**src/rtl/arbiter_pkg.sv**
```systemverilog
// ----------------------------------------------------------------------------
// arbiter_pkg
// Shared definitions for the L2 round-robin arbiter:
//   - arb_state_t    : arbiter FSM states (IDLE / BUSY / DONE)
//   - ARB_ADDR_WIDTH : default byte address width
//   - ARB_LINE_WIDTH : default cache line width
//   - idx_width()    : width of a port index for a given port count
// ----------------------------------------------------------------------------
package arbiter_pkg;

    localparam int ARB_ADDR_WIDTH = 16;
    localparam int ARB_LINE_WIDTH = 128;

    typedef enum logic [1:0] {
        ST_IDLE = 2'd0,
        ST_BUSY = 2'd1,
        ST_DONE = 2'd2
    } arb_state_t;

    // A single-port build still needs a 1-bit index to keep vectors legal.
    function automatic int idx_width(input int n);
        return (n > 1) ? $clog2(n) : 1;
    endfunction

endpackage

```
**src/rtl/l2_rr_arbiter_rr_picker.sv**
```systemverilog
// ----------------------------------------------------------------------------
// rr_picker
// Combinational rotating-priority selector. Returns the first active port at
// or after i_rr_ptr, wrapping modulo NUM_PORTS.
// Ports:
//   i_active  [NUM_PORTS]  per-port request-active vector
//   i_rr_ptr  [IDX_W]      highest-priority port this round
//   o_found   1            at least one port is active
//   o_grant   [IDX_W]      selected port index (0 when none found)
// ----------------------------------------------------------------------------
module rr_picker
    import arbiter_pkg::*;
#(
    parameter int NUM_PORTS = 2,
    parameter int IDX_W     = idx_width(NUM_PORTS)
) (
    input  logic [NUM_PORTS-1:0] i_active,
    input  logic [IDX_W-1:0]     i_rr_ptr,
    output logic                 o_found,
    output logic [IDX_W-1:0]     o_grant
);

    localparam int SUM_W = IDX_W + 1;

    logic [SUM_W-1:0] w_sum;

    // Scan offsets from farthest to nearest so the nearest active port
    // (lowest offset from the pointer) is the last one to overwrite.
    always_comb begin
        o_found = 1'b0;
        o_grant = '0;
        w_sum   = '0;
        for (int i = NUM_PORTS - 1; i >= 0; i--) begin
            w_sum = {1'b0, i_rr_ptr} + SUM_W'(i);
            if (w_sum >= SUM_W'(NUM_PORTS)) begin
                w_sum = w_sum - SUM_W'(NUM_PORTS);
            end
            if (i_active[w_sum[IDX_W-1:0]]) begin
                o_found = 1'b1;
                o_grant = w_sum[IDX_W-1:0];
            end
        end
    end

endmodule

```
**src/rtl/l2_rr_arbiter.sv**
```systemverilog
// ----------------------------------------------------------------------------
// l2_rr_arbiter
// Round-robin arbiter multiplexing NUM_PORTS L1 miss/writeback channels onto
// one L2 line interface. One L2 transaction at a time; all L2-side and
// response outputs are registered.
// Ports:
//   clk, rst            clock, asynchronous active-high reset
//   req_read/req_write  per-port line read/write request (held until resp)
//   req_addr/req_wdata  per-port address / write line, port p at slice p
//   req_rdata           read line, valid in the req_resp cycle
//   req_resp            one-hot completion pulse
//   L2_read/L2_write    strobes toward L2, held through the transaction
//   L2_addr/L2_wdata    captured address / write line
//   L2_rdata/L2_resp    L2 read line and one-cycle completion
// ----------------------------------------------------------------------------
module l2_rr_arbiter
    import arbiter_pkg::*;
#(
    parameter int NUM_PORTS  = 2,
    parameter int ADDR_WIDTH = ARB_ADDR_WIDTH,
    parameter int LINE_WIDTH = ARB_LINE_WIDTH
) (
    input  logic                             clk,
    input  logic                             rst,
    input  logic [NUM_PORTS-1:0]             req_read,
    input  logic [NUM_PORTS-1:0]             req_write,
    input  logic [NUM_PORTS*ADDR_WIDTH-1:0]  req_addr,
    input  logic [NUM_PORTS*LINE_WIDTH-1:0]  req_wdata,
    output logic [LINE_WIDTH-1:0]            req_rdata,
    output logic [NUM_PORTS-1:0]             req_resp,
    output logic                             L2_read,
    output logic                             L2_write,
    output logic [ADDR_WIDTH-1:0]            L2_addr,
    output logic [LINE_WIDTH-1:0]            L2_wdata,
    input  logic [LINE_WIDTH-1:0]            L2_rdata,
    input  logic                             L2_resp
);

    localparam int IDX_W = idx_width(NUM_PORTS);

    arb_state_t              r_state,     w_state_nxt;
    logic [IDX_W-1:0]        r_rr_ptr,    w_rr_ptr_nxt;
    logic [IDX_W-1:0]        r_grant_idx, w_grant_idx_nxt;
    logic                    r_l2_read,   w_l2_read_nxt;
    logic                    r_l2_write,  w_l2_write_nxt;
    logic [ADDR_WIDTH-1:0]   r_l2_addr,   w_l2_addr_nxt;
    logic [LINE_WIDTH-1:0]   r_l2_wdata,  w_l2_wdata_nxt;
    logic [LINE_WIDTH-1:0]   r_rdata,     w_rdata_nxt;
    logic [NUM_PORTS-1:0]    r_resp,      w_resp_nxt;

    logic [NUM_PORTS-1:0]    w_active;
    logic                    w_found;
    logic [IDX_W-1:0]        w_pick;
    logic [ADDR_WIDTH-1:0]   w_addr_arr  [NUM_PORTS];
    logic [LINE_WIDTH-1:0]   w_wdata_arr [NUM_PORTS];

    assign w_active = req_read | req_write;

    for (genvar g = 0; g < NUM_PORTS; g++) begin : g_unpack
        assign w_addr_arr[g]  = req_addr[g*ADDR_WIDTH +: ADDR_WIDTH];
        assign w_wdata_arr[g] = req_wdata[g*LINE_WIDTH +: LINE_WIDTH];
    end

    rr_picker #(
        .NUM_PORTS (NUM_PORTS),
        .IDX_W     (IDX_W)
    ) u_picker (
        .i_active  (w_active),
        .i_rr_ptr  (r_rr_ptr),
        .o_found   (w_found),
        .o_grant   (w_pick)
    );

    always_comb begin
        w_state_nxt     = r_state;
        w_rr_ptr_nxt    = r_rr_ptr;
        w_grant_idx_nxt = r_grant_idx;
        w_l2_read_nxt   = r_l2_read;
        w_l2_write_nxt  = r_l2_write;
        w_l2_addr_nxt   = r_l2_addr;
        w_l2_wdata_nxt  = r_l2_wdata;
        w_rdata_nxt     = r_rdata;
        w_resp_nxt      = r_resp;
        case (r_state)
            ST_IDLE: begin
                if (w_found) begin
                    // A port asserting both read and write is serviced as a write.
                    w_l2_write_nxt  = req_write[w_pick];
                    w_l2_read_nxt   = ~req_write[w_pick];
                    w_l2_addr_nxt   = w_addr_arr[w_pick];
                    w_l2_wdata_nxt  = w_wdata_arr[w_pick];
                    w_grant_idx_nxt = w_pick;
                    w_state_nxt     = ST_BUSY;
                end
            end
            ST_BUSY: begin
                if (L2_resp) begin
                    w_rdata_nxt                = L2_rdata;
                    w_rr_ptr_nxt               = (r_grant_idx == IDX_W'(NUM_PORTS - 1))
                                                 ? '0 : r_grant_idx + 1'b1;
                    w_l2_read_nxt              = 1'b0;
                    w_l2_write_nxt             = 1'b0;
                    w_resp_nxt                 = '0;
                    w_resp_nxt[r_grant_idx]    = 1'b1;
                    w_state_nxt                = ST_DONE;
                end
            end
            ST_DONE: begin
                // One-cycle gap lets the served port drop its request before
                // the next arbitration.
                w_resp_nxt  = '0;
                w_state_nxt = ST_IDLE;
            end
            default: begin
                w_state_nxt = ST_IDLE;
            end
        endcase
    end

    always_ff @(posedge clk or posedge rst) begin
        if (rst) begin
            r_state     <= ST_IDLE;
            r_rr_ptr    <= '0;
            r_grant_idx <= '0;
            r_l2_read   <= 1'b0;
            r_l2_write  <= 1'b0;
            r_l2_addr   <= '0;
            r_l2_wdata  <= '0;
            r_rdata     <= '0;
            r_resp      <= '0;
        end else begin
            r_state     <= w_state_nxt;
            r_rr_ptr    <= w_rr_ptr_nxt;
            r_grant_idx <= w_grant_idx_nxt;
            r_l2_read   <= w_l2_read_nxt;
            r_l2_write  <= w_l2_write_nxt;
            r_l2_addr   <= w_l2_addr_nxt;
            r_l2_wdata  <= w_l2_wdata_nxt;
            r_rdata     <= w_rdata_nxt;
            r_resp      <= w_resp_nxt;
        end
    end

    assign L2_read   = r_l2_read;
    assign L2_write  = r_l2_write;
    assign L2_addr   = r_l2_addr;
    assign L2_wdata  = r_l2_wdata;
    assign req_rdata = r_rdata;
    assign req_resp  = r_resp;

endmodule

```
**config.mk**
```make
export PLATFORM = sky130hd
export DESIGN_NAME = l2_rr_arbiter
export DESIGN_NICKNAME = d
export VERILOG_FILES = /design/src/rtl/arbiter_pkg.sv /design/src/rtl/l2_rr_arbiter_rr_picker.sv /design/src/rtl/l2_rr_arbiter.sv
export SDC_FILE = /design/constraint.sdc
export NUM_CORES = 1
export LEC_CHECK = 0
export CORE_AREA = 2 2 269 271
export DETAILED_ROUTE_END_ITERATION = 6
export DIE_AREA = 0 0 271 273
export HOLD_SLACK_MARGIN = 0.08
export PLACE_DENSITY = 0.4
export SYNTH_ARGS = -nofsm -noshare
export SYNTH_HDL_FRONTEND = slang
export SYNTH_SLANG_ARGS = --single-unit
```
**constraint.sdc**
```tcl
create_clock -name clk -period 26.6 [get_ports clk]
set_clock_uncertainty 0.2 [all_clocks]
set_input_delay 5.32 -clock clk [delete_from_list [all_inputs] [get_ports clk]]
set_output_delay 5.32 -clock clk [all_outputs]
set_load 0.01 [all_outputs]
```
==> flow_summary.toml, run 1 <==
[run_status]
status = "complete, no violations"

[clock_tree]
postCtsSetupRepairBufs = 0
cts_resized = 0
cts_tree = "built"
cts_max_path_buffers = 3
clock_sinks = 280
cts.htree.levels = 2
worstSkewPairLatency_ns = 0.54
cts_buffers = 39
hold_buffers = 0
cts_root_buf = "clkbuf_16"
clk_pin_slew_ns = 0.05

[logic_synthesis]
synth_seq_cells = 280
yosysSeqAreaShare = 0.590
yosysWarnings = 0
synth_fp_nets = 1790
syn_inst = 1367
synth.distinct_cells = 26
syn_avg_cell_area_um2 = 8.69
synth_area_um2 = 11900

[power]
pwr-share-clk = 0.210
p_comb_frac = 0.478
ir_drop_mv = 0.0438
pwr-share-seq = 0.312
p_switching_mw = 0.942
total_power_mw = 2.45
internal_power_mw = 1.51
static-leakage-power_nw = 8.97
p_sw_frac = 0.385
power_density_nw_per_um2 = 118

[final_layout]
drive_gt1_frac = 0.0546
fillers = 7511
final_util = 0.294
seqCellArea_um2 = 7010
num-nets-final = 2448
multiInputGateArea_um2 = 4280
postLayoutCellArea_um2 = 20800
area_growth_pct = 75.6

[worst_setup_path]
path_cells = "clkdlybuf4s50_1 -> nor2_2 -> a211oi_4 -> buf_4 -> buf_4 -> nor2_1 -> a21oi_1"
cpMaxStageDelayCell = "buf_4"
cp.arrival_ns = 8.57
critPathMostFrequentCell = "buf_4"
max_stage_delay_ns = 0.75
cp.required_ns = 26.86
crit_fanout = 67
critPathLaunchType = "input port"
endpoint_kind = "flip-flop"
crit_type = "in -> reg"

[sta]
rsz0062_at_grt = "no"
slew_headroom = 0.257
slew_viol_final = 0
fin_crit_sh = 0.313
setup_violations = 0
setup_tns_ns = 0
worst_pin_slew_ns = 1.11
period_needed_ns = 8.31
fmax_mhz = 120
hold_viol_final = 0

[grt]
grt_pass1_vias = 12400
gr-total-overflow = 0
antenna_found_initial = 7
grt_max_degree = 114
grt_pass1_wl_um = 84200
globalRouteTotalUtil = 0.150

[routing]
ant_nets = 0
dr.pass1.iters = 4
wl_um = 57800
viasPerCell = 3.98
dr.first_iter.drc_count = 467
post_drt_wl_per_cell_um = 19.2
vias = 12000
drc = 0

[placed_design]
dpl-instance-area_um2 = 19600
portBuffers = 698
place_congestion = 0.848
dpl.hpwl_um = 41400

[floorplanning]
core_um2 = 71000
die-area_um2 = 74000
dieWidth_um = 271
ios = 699
core.rowCount = 98
chipHeight_um = 273
start_util = 0.167

[min_path]
hold_path_class = "reg -> reg"

[job]
maxCapViolations = 0
[flip-flops by register name, indices dropped and copies added, names as in the netlist]
register     count
r_state          2
L2_read          1
req_rdata      128
r_grant_idx      1
req_resp         2
L2_write         1
r_rr_ptr         1
L2_wdata       128
L2_addr         16
[layer usage]
layer / track usage / wire [µm]
met4: 0.0490 / 1590
met2: 0.266 / 29700
met5: 0 / 27
met3: 0.0495 / 4420
met1: 0.168 / 22000
[power by group through the flow]
stage	Combinational, mW	Clock, mW	Sequential (mW)
after CTS	1.20	0.539	0.767
final	1.17	0.514	0.765
after global placement	1.19	0	0.766
after floorplan	0.460	0	0.849
after detailed placement	1.20	0	0.769
after global routing	1.28	0.556	0.793
[final cells by class]
type / instances / area share
inverters: 3 / 0.00102
diodes: 5 / 0.000600
clock buffers: 56 / 0.0562
repair buffers: 711 / 0.340
clock inverters: 12 / 0.00378
multi-input cells: 990 / 0.205
flip-flops and latches: 280 / 0.336
well taps: 950 / 0.0570
[final timing paths]
check                        startpoint             to  slack [ns]  cells past startpoint
hold reg to reg            req_rdata[0]   req_rdata[0]        0.27                      2
hold / removal             req_rdata[0]   req_rdata[0]        0.27                      2
max in group asynchronous           rst     L2_addr[7]       18.90                      4
setup / recovery           req_write[1]   L2_wdata[20]       18.29                      7
min in group asynchronous           rst  req_rdata[44]        5.16                      2
setup reg to reg             r_state[1]   L2_wdata[20]       23.23                      5
[cell families (layout without fill, tap and decap cells)]
logic type	count (synthesis)	in the layout	share of synthesized area
buffers and inverters	97	782	0.0522
AOI/OAI and AO/OA	304	304	0.139
other	0	5	0
DFF	280	280	0.590
and+or+nand+nor	686	686	0.218
[critical path, delay by kind of cell]
kind	cells	cell delay [ns]
buffers and inverters	3	2.09
AND/OR/NAND/NOR	2	0.19
AO/OA/AOI/OAI	2	0.82
[synth_stat cells]
cell type	count	area, µm²
inv_1	2	7.51
dfrtp_1	280	7010
inv_2	1	3.75
a22o_1	3	26.3
o21bai_1	1	7.51
and2b_1	1	7.51
o21ai_0	4	20.0
a31oi_1	1	6.26
buf_2	39	195
nand3_1	1	5.00
buf_4	21	158
a21oi_2	28	245
nor2_2	1	6.26
a21o_1	1	7.51
a211oi_1	1	7.51
clkbuf_1	17	63.8
o21ai_1	1	5.00
nand2b_1	2	12.5
or2_1	1	6.26
a211o_1	1	8.76
buf_6	17	191
nand2_1	533	2000
a21oi_1	262	1310
o21ai_2	1	8.76
and3_1	1	6.26
nor2_1	146	548
[through the flow]
step / worst slack, ns / hold WS, ns / cells
global placement: 17.78 / 0.257 / 2934
finish: 18.29 / 0.268 / 3007
floorplan: 13.36 / 0.278 / 1367
CTS: 18.32 / 0.275 / 3002
detailed placement: 17.72 / 0.261 / 2934
global route: 18.08 / 0.287 / 3007
[placed cells by master (no fill, tap or decap)]
master	n
clkdlybuf4s50_1	698
o21ai_1	1
a211o_4	1
nand2b_1	2
buf_4	13
clkbuf_16	40
or2_4	1
a31oi_1	1
and2b_4	1
and3_1	1
inv_6	1
clkinv_4	1
clkbuf_8	11
inv_4	1
a21oi_2	28
diode_2	5
a21o_1	1
clkinv_2	9
nand3_1	1
o21ai_4	1
inv_8	1
a211oi_4	1
nor2_2	1
nor2_1	146
o21ai_0	4
inv_1	1
o21bai_1	1
dfrtp_1	280
clkinv_8	1
nand2_1	533
clkbuf_1	5
a21oi_1	262
a22o_1	3
Power figures use the tool's default switching activity.
==> inputs of run 2 (changes only) <==
--- a/config.mk
+++ b/config.mk
@@ -5,9 +5,9 @@
 export SDC_FILE = /design/constraint.sdc
 export NUM_CORES = 1
 export LEC_CHECK = 0
-export CORE_AREA = 2 2 269 271
+export CORE_AREA = 2 2 271 273
 export DETAILED_ROUTE_END_ITERATION = 6
-export DIE_AREA = 0 0 271 273
+export DIE_AREA = 0 0 273 275
 export HOLD_SLACK_MARGIN = 0.08
 export PLACE_DENSITY = 0.4
 export SYNTH_ARGS = -nofsm -noshare
==> constraint.sdc (replaced) <==
create_clock -name clk -period 8.7 [get_ports clk]
set_clock_uncertainty 0.2 [all_clocks]
set_input_delay 1.74 -clock clk [delete_from_list [all_inputs] [get_ports clk]]
set_output_delay 1.74 -clock clk [all_outputs]
set_load 0.01 [all_outputs]
==> run 2 against run 1 <==
  * Non-clock buffer count decreased by 5
  * Global-route usage is 0.56 points lower
  * Design area stayed put
  * Via count shrank 1.3%
  * Final cell count hardly changed
  * Die area up 1.5%
  * Largest cell class unchanged
  * Largest power group unchanged
==> flow_summary.toml, run 2 (synthesized netlist as in run 1, its figures left out) <==
[worst_setup_path]
critPathLaunchType = "input port"
crit_type = "in -> reg"
endpoint_kind = "flip-flop"
critPathBufInv = 3
cp.arrival_ns = 4.37
path_delay_family = "buffers and inverters"
cpMaxStageDelayCell = "buf_4"
crit_fanout = 83
max_stage_delay_ns = 0.78
crit_cells = 7
cp.required_ns = 9.00
path_cells = "clkdlybuf4s50_1 -> nand2_1 -> or2_4 -> inv_4 -> buf_4 -> nand2_1 -> nand2_1"
ff2ff_path_depth = 6
critPathMostFrequentCell = "nand2_1"

[grt]
grt_pass1_vias = 12200
antenna_found_initial = 9
grt_max_degree = 154
globalRouteTotalUtil = 0.144
gr-total-overflow = 0
grt_pass1_wl_um = 82000

[routing]
dr.first_iter.drc_count = 638
wl_um = 56300
drc = 0
ant_nets = 0
vias = 11800
post_drt_wl_per_cell_um = 18.7
dr.pass1.iters = 4
viasPerCell = 3.93

[clock_tree]
hold_buffers = 0
cts_tree = "built"
cts_root_buf = "clkbuf_16"
postCtsSetupRepairBufs = 0
cts_resized = 0
cts.htree.levels = 2
worstSkewPairLatency_ns = 0.53
cts_buffers = 38
clock_sinks = 280
clk_pin_slew_ns = 0.06
cts_max_path_buffers = 3

[power]
internal_power_mw = 4.60
ir_drop_mv = 0.227
pwr-share-clk = 0.206
static-leakage-power_nw = 8.93
p_comb_frac = 0.482
p_sw_frac = 0.382
total_power_mw = 7.44
pwr-share-seq = 0.312
power_density_nw_per_um2 = 357
p_switching_mw = 2.85

[min_path]
whs_path_depth = 2
hold_path_class = "reg -> reg"

[sta]
period_needed_ns = 4.07
setup_violations = 0
hold_ws_ns = 0.267
fin_crit_sh = 0.468
setup_tns_ns = 0
setup_ws_ns = 4.63
rsz0062_at_grt = "no"
slew_headroom = 0.225
slew_viol_final = 0
worst_pin_slew_ns = 1.16
hold_viol_final = 0
fmax_mhz = 246

[floorplanning]
chipHeight_um = 275
core.rowCount = 99
die-area_um2 = 75100
start_util = 0.164
core_um2 = 72300
ios = 699
dieWidth_um = 273

[final_layout]
final_cell_mix = "698 x clkdlybuf4s50_1, 533 x nand2_1, 280 x dfrtp_1, 262 x a21oi_1, 146 x nor2_1"
area_growth_pct = 75.6
layout_commonest_cell = "clkdlybuf4s50_1"
num-nets-final = 2442
drive_gt1_frac = 0.0485

[placed_design]
dpl.hpwl_um = 39500
place_congestion = 0.806
dp_worst_setup_slack_ns = 4.02
portBuffers = 698

[job]
maxCapViolations = 0

[run_status]
status = "complete, no violations"
run 2: changes by cell type in the layout (fill, tap and decap cells not counted):
| cell | before | now |
|---|---|---|
| clkbuf_1 | 5 | 9 |
| clkbuf_8 | 11 | 10 |
| clkinv_4 | 1 | 0 |
| buf_4 | 13 | 2 |
| clkinv_8 | 1 | 2 |
| diode_2 | 5 | 6 |
| inv_8 | 1 | 0 |
| inv_6 | 1 | 0 |
| buf_12 | 0 | 6 |
| clkbuf_16 | 40 | 39 |
| clkinv_2 | 9 | 3 |
| clkinvlp_4 | 0 | 2 |
run 2: per-stage QoR:
step,util,instances,cell area (µm²)
4_1_cts,0.288,3002,20800
3_3_place_gp,0.271,2938,19600
6_report,0.288,3008,20800
5_1_grt,0.288,3007,20800
2_1_floorplan,-,1367,11900
3_5_place_dp,0.271,2938,19600
run 2: cell type report:
class                           instances  area (µm²)
Antenna cell                            6        15.0
Clock buffer                           58        1150
Clock inverter                          6        55.1
Fill cell                            7705       51500
Inverter                                3        17.5
Multi-Input combinational cell        990        4280
Sequential cell                       280        7010
Tap cell                              959        1200
Timing Repair Buffer                  706        7120
run 2: power by group through the flow:
stage               clock (mW)  sequential (mW)  combinational, mW
finish                    1.53             2.32               3.59
global route              1.66             2.41               3.95
CTS                       1.61             2.33               3.69
detailed placement           0             2.34               3.67
global placement             0             2.32               3.66
floorplan                    0             2.60               1.41
run 2: layer usage:
metal	track usage	vias to the layer above	wire length, µm
li1	-	5682	-
met1	0.162	5628	21400
met2	0.250	407	28400
met3	0.0539	88	4870
met4	0.0496	8	1650
met5	0	-	53
run 2: worst paths after layout:
check	from	endpoint	slack (ns)
setup / recovery	L2_resp	req_rdata[124]	4.63
hold / removal	req_rdata[127]	req_rdata[127]	0.27
setup reg to reg	r_state[0]	req_rdata[124]	5.85
hold reg to reg	req_rdata[127]	req_rdata[127]	0.27
max in group asynchronous	rst	L2_wdata[6]	5.09
min in group asynchronous	rst	L2_wdata[114]	1.32
run 2: tightest hold or removal path: stages (launching register included):
cell     delay, ns
dfrtp_1       0.34
nand2_1       0.05
nand2_1       0.05
